`src/rtl/mode_applier_if.sv`:
```
// Mode hand-off bus between the testbench/system side and mode_applier.
// Signals:
//   mode_in       requested 2-bit mode (2'b00 invalid)
//   capture_idle  capture path halted acknowledge
//   fault_clr     single-cycle clear of the sticky fault flag
//   stop_req      halt request to the capture path
//   active_mode   mode currently applied
//   sample_div    sample divider for the applied mode
//   mode_changed  one-cycle pulse when a new mode takes effect
//   busy          high while a mode switch is in progress
//   fault         sticky: last switch was forced by timeout
// Modports: master drives the requests/acks, slave is the mode_applier.
interface mode_applier_if;
    logic [1:0]  mode_in;
    logic        capture_idle;
    logic        fault_clr;
    logic        stop_req;
    logic [1:0]  active_mode;
    logic [15:0] sample_div;
    logic        mode_changed;
    logic        busy;
    logic        fault;

    modport master (
        output mode_in, capture_idle, fault_clr,
        input  stop_req, active_mode, sample_div, mode_changed, busy, fault
    );

    modport slave (
        input  mode_in, capture_idle, fault_clr,
        output stop_req, active_mode, sample_div, mode_changed, busy, fault
    );
endinterface

```
`src/rtl/mode_applier.sv`:
```
// Consumer end of the dipswitch mode interface.
// Qualifies a new mode word as stable, halts the capture path, waits for its
// idle acknowledge (or a timeout), then loads the new active mode and sample
// divider and releases the capture path.
// Ports:
//   clk    system clock
//   rst_n  asynchronous active-low reset
//   bus    mode_applier_if.slave (mode_in/capture_idle/fault_clr in,
//          stop_req/active_mode/sample_div/mode_changed/busy/fault out)
module mode_applier #(
    parameter int unsigned STABLE_CYCLES = 4096,
    parameter int unsigned TIMEOUT       = 65535,
    parameter logic [15:0] DIV_M1        = 16'd1,
    parameter logic [15:0] DIV_M2        = 16'd10,
    parameter logic [15:0] DIV_M3        = 16'd100
) (
    input  logic           clk,
    input  logic           rst_n,
    mode_applier_if.slave  bus
);

    localparam int unsigned CNT_W = $clog2(STABLE_CYCLES + 1);
    localparam int unsigned TMO_W = $clog2(TIMEOUT + 1);

    typedef enum logic [1:0] {
        ST_RUN     = 2'd0,
        ST_QUALIFY = 2'd1,
        ST_STOP    = 2'd2,
        ST_APPLY   = 2'd3
    } state_t;

    state_t             r_state;
    logic [1:0]         r_cand;
    logic [CNT_W-1:0]   r_cnt;
    logic [TMO_W-1:0]   r_tmo;
    logic               r_stop_req;
    logic [1:0]         r_active_mode;
    logic [15:0]        r_sample_div;
    logic               r_mode_changed;
    logic               r_busy;
    logic               r_fault;

    state_t             w_state_nxt;
    logic [1:0]         w_cand_nxt;
    logic [CNT_W-1:0]   w_cnt_nxt;
    logic [TMO_W-1:0]   w_tmo_nxt;
    logic [1:0]         w_active_nxt;
    logic [15:0]        w_div_nxt;
    logic               w_fault_nxt;
    logic               w_fault_set;
    logic               w_mode_valid;

    // Divider that belongs to a given mode; 2'b00 never becomes a candidate.
    function automatic logic [15:0] div_for_mode(input logic [1:0] mode);
        logic [15:0] div;
        case (mode)
            2'b01:   div = DIV_M1;
            2'b10:   div = DIV_M2;
            2'b11:   div = DIV_M3;
            default: div = DIV_M3;
        endcase
        return div;
    endfunction

    assign w_mode_valid = (bus.mode_in != 2'b00);

    // Next-state, qualification/timeout counters and applied-mode selection.
    always_comb begin
        w_state_nxt  = r_state;
        w_cand_nxt   = r_cand;
        w_cnt_nxt    = r_cnt;
        w_tmo_nxt    = r_tmo;
        w_active_nxt = r_active_mode;
        w_div_nxt    = r_sample_div;
        w_fault_set  = 1'b0;

        case (r_state)
            ST_RUN: begin
                if (w_mode_valid && (bus.mode_in != r_active_mode)) begin
                    w_cand_nxt  = bus.mode_in;
                    w_cnt_nxt   = CNT_W'(1);
                    w_state_nxt = ST_QUALIFY;
                end else begin
                    w_state_nxt = ST_RUN;
                end
            end
            ST_QUALIFY: begin
                if (bus.mode_in == r_cand) begin
                    if (r_cnt == CNT_W'(STABLE_CYCLES - 1)) begin
                        w_state_nxt = ST_STOP;
                        w_tmo_nxt   = TMO_W'(0);
                    end else begin
                        w_cnt_nxt = r_cnt + CNT_W'(1);
                    end
                end else if (!w_mode_valid || (bus.mode_in == r_active_mode)) begin
                    w_state_nxt = ST_RUN;
                end else begin
                    // A different valid value restarts qualification on that value.
                    w_cand_nxt = bus.mode_in;
                    w_cnt_nxt  = CNT_W'(1);
                end
            end
            ST_STOP: begin
                // Candidate is frozen here; mode_in is not looked at.
                if (bus.capture_idle) begin
                    w_state_nxt = ST_APPLY;
                end else if (r_tmo == TMO_W'(TIMEOUT - 1)) begin
                    w_state_nxt = ST_APPLY;
                    w_fault_set = 1'b1;
                end else begin
                    w_tmo_nxt = r_tmo + TMO_W'(1);
                end
            end
            ST_APPLY: begin
                w_state_nxt  = ST_RUN;
                w_active_nxt = r_cand;
                w_div_nxt    = div_for_mode(r_cand);
            end
            default: begin
                w_state_nxt = ST_RUN;
            end
        endcase

        // Timeout set takes priority over a simultaneous clear.
        if (w_fault_set) begin
            w_fault_nxt = 1'b1;
        end else if (bus.fault_clr) begin
            w_fault_nxt = 1'b0;
        end else begin
            w_fault_nxt = r_fault;
        end
    end

    // State, counters and registered outputs.
    always_ff @(posedge clk or negedge rst_n) begin
        if (!rst_n) begin
            r_state        <= ST_RUN;
            r_cand         <= 2'b00;
            r_cnt          <= CNT_W'(0);
            r_tmo          <= TMO_W'(0);
            r_stop_req     <= 1'b0;
            r_active_mode  <= 2'b11;
            r_sample_div   <= DIV_M3;
            r_mode_changed <= 1'b0;
            r_busy         <= 1'b0;
            r_fault        <= 1'b0;
        end else begin
            r_state        <= w_state_nxt;
            r_cand         <= w_cand_nxt;
            r_cnt          <= w_cnt_nxt;
            r_tmo          <= w_tmo_nxt;
            // Outputs are registered from the next state so they line up with it.
            r_stop_req     <= (w_state_nxt == ST_STOP) || (w_state_nxt == ST_APPLY);
            r_active_mode  <= w_active_nxt;
            r_sample_div   <= w_div_nxt;
            r_mode_changed <= (r_state == ST_APPLY);
            r_busy         <= (w_state_nxt != ST_RUN);
            r_fault        <= w_fault_nxt;
        end
    end

    assign bus.stop_req     = r_stop_req;
    assign bus.active_mode  = r_active_mode;
    assign bus.sample_div   = r_sample_div;
    assign bus.mode_changed = r_mode_changed;
    assign bus.busy         = r_busy;
    assign bus.fault        = r_fault;

endmodule
```
`src/flat_wrapper.sv`:
```
// flat-port wrapper written by rule: the top's interface ports become plain ports
module mode_applier_flat 
#(
    parameter int unsigned STABLE_CYCLES = 4096,
    parameter int unsigned TIMEOUT       = 65535,
    parameter logic [15:0] DIV_M1        = 16'd1,
    parameter logic [15:0] DIV_M2        = 16'd10,
    parameter logic [15:0] DIV_M3        = 16'd100
)
  (clk, rst_n, bus_mode_in, bus_capture_idle, bus_fault_clr, bus_stop_req, bus_active_mode, bus_sample_div, bus_mode_changed, bus_busy, bus_fault);
  mode_applier_if bus_i ();
  input  logic clk;
  input  logic rst_n;
  input wire logic [$bits(bus_i.mode_in)-1:0] bus_mode_in;
  input wire logic [$bits(bus_i.capture_idle)-1:0] bus_capture_idle;
  input wire logic [$bits(bus_i.fault_clr)-1:0] bus_fault_clr;
  output wire logic [$bits(bus_i.stop_req)-1:0] bus_stop_req;
  output wire logic [$bits(bus_i.active_mode)-1:0] bus_active_mode;
  output wire logic [$bits(bus_i.sample_div)-1:0] bus_sample_div;
  output wire logic [$bits(bus_i.mode_changed)-1:0] bus_mode_changed;
  output wire logic [$bits(bus_i.busy)-1:0] bus_busy;
  output wire logic [$bits(bus_i.fault)-1:0] bus_fault;
  assign bus_i.mode_in = bus_mode_in;
  assign bus_i.capture_idle = bus_capture_idle;
  assign bus_i.fault_clr = bus_fault_clr;
  assign bus_stop_req = bus_i.stop_req;
  assign bus_active_mode = bus_i.active_mode;
  assign bus_sample_div = bus_i.sample_div;
  assign bus_mode_changed = bus_i.mode_changed;
  assign bus_busy = bus_i.busy;
  assign bus_fault = bus_i.fault;
  mode_applier #(.STABLE_CYCLES(STABLE_CYCLES), .TIMEOUT(TIMEOUT), .DIV_M1(DIV_M1), .DIV_M2(DIV_M2), .DIV_M3(DIV_M3)) u_core (.clk(clk), .rst_n(rst_n), .bus(bus_i));
endmodule
```
`config.mk`:
```
export PLATFORM = sky130hd
export DESIGN_NAME = mode_applier_flat
export DESIGN_NICKNAME = d
export VERILOG_FILES = /design/src/rtl/mode_applier_if.sv /design/src/rtl/mode_applier.sv /design/src/flat_wrapper.sv
export SDC_FILE = /design/constraint.sdc
export NUM_CORES = 1
export LEC_CHECK = 0
export CAP_MARGIN = 20
export CORE_MARGIN = 4
export CORE_UTILIZATION = 40
export DETAILED_ROUTE_END_ITERATION = 6
export PLACE_DENSITY = 0.69
export SLEW_MARGIN = 20
export SYNTH_ARGS = -nofsm -noshare
export SYNTH_HDL_FRONTEND = slang
export SYNTH_SLANG_ARGS = --single-unit
```
`constraint.sdc`:
```
create_clock -name clk -period 3.2 [get_ports clk]
set_clock_uncertainty 0.15 [all_clocks]
set_input_delay 0.64 -clock clk [delete_from_list [all_inputs] [get_ports clk]]
set_output_delay 0.64 -clock clk [all_outputs]
set_load 0.005 [all_outputs]
```
==> Word-level counts from Yosys, hierarchy flattened <==
Cells that the tools add are included.
{ "classes": {"addsub": 2, "n_eq_ne": 21, "muxes": 27, "n_reduce_logical": 13} }
{ "ops": {"columns": ["operator", "count"], "rows": [
  ["16-bit 2-to-1 mux", 4],
  ["13-bit 2-to-1 mux", 4],
  ["16-bit case mux with 2 select lines", 1],
  ["13-bit case mux with 2 select lines", 1],
  ["16-bit by 1-bit adder with 16-bit output, second input constant", 1],
  ["16-bit == test, second input constant", 1],
  ["2-bit 2-to-1 mux", 8],
  ["7-bit case mux with 2 select lines", 1],
  ["13-bit by 1-bit adder with 13-bit output, second input constant", 1],
  ["13-bit by 12-bit == test with 1-bit output, second input constant", 1],
  ["2-bit == test, second input constant", 5],
  ["2-bit nonzero test", 5],
  ["2-bit != test, second input constant", 4],
  ["2-bit case mux with 4 select lines", 1],
  ["4-bit AND reduction", 2],
  ["1-bit 2-to-1 mux", 6],
  ["2-bit by 1-bit != test with 1-bit output, second input constant", 3],
  ["5-bit AND reduction", 1],
  ["2-bit by 1-bit == test with 1-bit output, second input constant", 2],
  ["2-bit == test", 2],
  ["2-bit case mux with 2 select lines", 1],
  ["3-bit by 2-bit != test with 1-bit output, second input constant", 1],
  ["3-bit != test, second input constant", 1],
  ["2-bit zero test", 1],
  ["other kinds (4)", 5]
]} }
{ "word_totals": {"ff_bits": 55, "output_inout_bits": 22, "elab_cells": 73} }

==> Logic depth before layout (Yosys ltp) <==
{ "logic_depth": {"word_depth": 8, "depth_mapped": 8, "depth_no_buf": 7} }

==> Least setup slack after synthesis <==
OpenSTA, ideal clock, no wires.
{ "synth_timing": {"path_kind": "input port to flip-flop", "start": "input bus_mode_in[1]", "end": "register u_core.r_tmo[12]", "setup_ns": 0.078, "t_arrival_ns": 2.087, "required_time_ns": 2.972, "slack_ns": 0.885, "path_stages": 8, "n_path_buf": 3, "path_cell_list": "buf_4 -> xnor2_2 -> and4_1 -> buf_4 -> a22oi_4 -> buf_6 -> or4_1 -> a21oi_1"} }
{ "synth_between": {"elab_chain_cells": 3} }
{ "synth_rtl": {"columns": ["item", "line", "text"], "rows": [
  ["start, declared", "flat_wrapper.sv:14", "input wire logic [$bits(bus_i.mode_in)-1:0] bus_mode_in;"],
  ["2-bit == test", "mode_applier.sv:88", "if (bus.mode_in == r_cand) begin"],
  ["2-bit by 1-bit != test with 1-bit output (no line)", null, null],
  ["5-bit AND reduction (no line)", null, null],
  ["end signal, assigned", "mode_applier.sv:151", "r_tmo <= w_tmo_nxt;"],
  ["end, declared", "mode_applier.sv:35", "logic [TMO_W-1:0] r_tmo;"]
]} }
No other way between the ends.
A chain may end at the register's enable or synchronous reset.

==> Worst setup path in the final report <==
{ "layout_timing": {"start": "input bus_mode_in[1]", "end": "register u_core.r_cnt[1]"} }
{ "layout_between": {"elab_chain_cells": 5, "word_cells_on_any_way": 13, "classes_between": "eq/ne: 6; mux: 2; reduce/logical: 5"} }
{ "layout_rtl": {"columns": ["item", "line", "text"], "rows": [
  ["2-bit nonzero test", "mode_applier.sv:65", "assign w_mode_valid = (bus.mode_in != 2'b00);"],
  ["1-bit zero test", "mode_applier.sv:95", "end else if (!w_mode_valid || (bus.mode_in == r_active_mode)) begin"],
  ["1-bit logical OR", "mode_applier.sv:95", null],
  ["3-bit by 2-bit != test with 1-bit output (no line)", null, null],
  ["4-bit AND reduction (no line)", null, null],
  ["end signal, assigned", "mode_applier.sv:150", "r_cnt <= w_cnt_nxt;"],
  ["end, declared", "mode_applier.sv:34", "logic [CNT_W-1:0] r_cnt;"]
]} }
Parallel ways exist; a longest one is shown, timed or not.

==> results.yml <==
global_route:
  grt_overflow_total: 0
  grt_start_max_net_pins: 43
  grt_usage_pct: 14.5
  grt_pass1_wl_um: 8570
  antenna_found_initial: 0
  grt_pass1_vias: 1789
yosys:
  ys_types: 49
  synthMuxAreaShare_pct: 1.40
  ys.warnings.count: 0
  synthTopCellsByCount: "dfrtp_1, nor2_1, nand2_1"
  synth.ff_latch_count: 42
  synth_area_leaders: "dfrtp_1, xnor2_1, buf_4, nor2_1, dfstp_2"
  synth_compound_area_share_pct: 13.2
  synth_area_per_cell_um2: 9.57
  synth_xor_area_share_pct: 6.48
  yosys.area_share.simple_pct: 24.8
  async_flop_share_pct: 100
  synthAdderAreaFrac_pct: 2.59
  synth_flop_cell: "dfrtp_1"
  synth_top_area_share_pct: 40.5
  netlist.top_cell.by_area: "dfrtp_1"
  post-synth-top-count-cell: "dfrtp_1"
  syn_area_mm2: 0.00241
  synth-seq-area-share_pct: 43.7
  synth_edf_count: 0
  synth_top_family_by_area: "simple AND/OR/NAND/NOR gates"
  synthCells: 252
critical_path:
  end_kind: "flip-flop"
  startpoint_type: "input pin"
  critPathKind: "in -> reg"
  crit_arrival_ns: 2.50
  reg2reg_depth: 6
  worst-path-max-fanout: 7
  r2r_slack_ns: 1.00
  crit_required_ns: 3.24
drt:
  drtIter0Drc: 82
  ant_nets: 0
  drc: 0
  via_per_inst: 5.37
  wl_um: 4890
  firstDrtPassIters: 4
  detail_route.wl_per_cell_um: 14.2
  via_count: 1841
sta:
  tns_ns: 0
  fmax_mhz: 408
  period_needed_ns: 2.45
  whs_ns: 0.331
  slew_headroom_pct: 36.8
  finalWorstSetupSlack_ns: 0.746
  worst_pin_slew_ns: 0.948
  fin_crit_sh_pct: 76.7
  finalMaxSlewViolations: 0
  final_hold_viol_count: 0
  rsz0062_at_grt: "no"
  setup_viol: 0
placed_design:
  port_buffers: 17
  pre_cts_slack_ns: 0.417
  dp_hpwl_um: 3440
  dp.cells: 335
  gp_congestion: 0.785
clock_tree:
  cts_hold_buf: 0
  htree_levels: 2
  cts_buffers: 5
  clk_path_buf_depth: 2
  post_cts_buffers: 0
  cts_tree: "yes"
  clock-sinks: 42
  cts.clk_slew.worst_paths_ns: 0.08
  clkLatencyLatePin_ns: 0.30
  cts_resized: 0
  cts_root_buffer: "clkbuf_8"
power:
  p_comb_share_pct: 14.9
  switching_share_pct: 28.6
  power.density_mw_per_mm2: 417
  p_seq_share_pct: 53.6
  leakagePower_nw: 1.10
  p_clk_share_pct: 31.5
  internal-power_w: 0.000795
  p_switching_w: 0.000318
  irDropWorstVdd_uv: 189
cells_and_area:
  diodes: 0
  nFillCells: 570
  drive_above_1_share_pct: 10.1
  stdcell_count: 343
  area_delta_synth_final_pct: 10.5
  nets: 278
floorplan:
  die_area_mm2: 0.00734
  row_count: 28
  die_h_um: 85.7
  core_area_mm2: 0.00589
  pin_count: 28
  die-width_um: 85.7
  floorplan.initialDensity_pct: 41.0
min_path:
  holdCritPathClass: "in -> async"
run:
  cap_violations: 0
run_status:
  outcome: "complete, no violations"
power groups by stage:
stage	Clock, W	Combinational (W)	Sequential [W]
global placement	0	0.000164	0.000606
detailed placement	0	0.000166	0.000606
finish	0.000350	0.000166	0.000596
floorplan	0	0.000109	0.000600
global route	0.000385	0.000189	0.000603
CTS	0.000365	0.000168	0.000596
path summary, 6_finish.rpt:
check / from / to
worst max-delay path: bus_mode_in[1] / u_core.r_cnt[1]
worst min-delay path: rst_n / u_core.r_tmo[11]
worst max register to register: u_core.r_cnt[1] / u_core.r_tmo[12]
worst min register to register: u_core.r_cnt[12] / u_core.r_cnt[12]
max in group asynchronous: rst_n / u_core.r_tmo[14]
min in group clk: u_core.r_cnt[12] / u_core.r_cnt[12]
routing by layer:
layer | global-route usage, % | vias to the layer above | part of all wire, %
li1 | - | 922 | -
met1 | 19.4 | 881 | 47
met2 | 23.3 | 34 | 48
met3 | 2.98 | 4 | 3.7
met4 | 5.18 | 0 | 0.92
met5 | 0 | - | 0
cells in the final DEF (no fill, tap or decap), types with 2 or more instances in the layout:
cell / count
nand2_1: 19
nor4_1: 4
or4_1: 3
mux2_2: 3
xor2_1: 3
dfstp_2: 3
o211ai_1: 2
xnor2_1: 13
dfrtp_1: 39
a21oi_1: 10
nor2_1: 22
clkdlybuf4s50_1: 16
a21boi_0: 2
buf_4: 3
nor3_1: 3
and4_1: 8
or3_1: 3
nand3_1: 14
a2111o_1: 2
clkbuf_8: 5
o22ai_1: 2
or2_2: 2
nand4_1: 9
inv_1: 9
a31oi_1: 2
o21ai_0: 12
and2_1: 4
conb_1: 10
nor4b_1: 3
o41ai_1: 3
ha_1: 5
nand2b_1: 6
o31ai_1: 5
metrics by stage:
stage / cell area, µm² / power [W] / utilization (%)
after detailed placement: 2580 / 0.000772 / 43.8
final: 2670 / 0.00111 / 45.3
after global routing: 2670 / 0.00118 / 45.3
after CTS: 2670 / 0.00113 / 45.3
after floorplan: 2450 / 0.000708 / -
after global placement: 2580 / 0.000770 / 43.8
logic make-up (layout without fill, tap and decap cells):
group	count (synthesis)	after routing
simple gates	108	108
compound gates	46	46
flops	42	42
buf+inv	30	37
xor+xnor	17	17
fa+ha+maj	5	5
mux	3	3
other cells	1	10
state kept, by name, summed over array words and instances, names as in the netlist:
register,flops
u_core.r_tmo,16
u_core.bus.active_mode,2
u_core.r_cand,2
u_core.bus.stop_req,1
u_core.bus.mode_changed,1
u_core.r_state,2
u_core.bus.sample_div,3
u_core.bus.fault,1
u_core.r_cnt,13
u_core.bus.busy,1
worst max-delay path: stages:
cell	delay [ns]
clkdlybuf4s50_1	0.55
nand2b_1	0.20
a21boi_0	0.28
a311oi_1	0.14
or3_1	0.44
a32o_1	0.24
final cells by class:
cell class              instances  area (µm²)  area share [%]
clock buffers                   5        68.8            2.58
clock inverters                 3        21.3           0.798
inverters                       9        33.8            1.27
multi-input cells             189        1210            45.2
flip-flops and latches         42        1050            39.6
well taps                      75        93.8            3.52
repair buffers                 20         188            7.04
(Power assumes the default switching activity.)
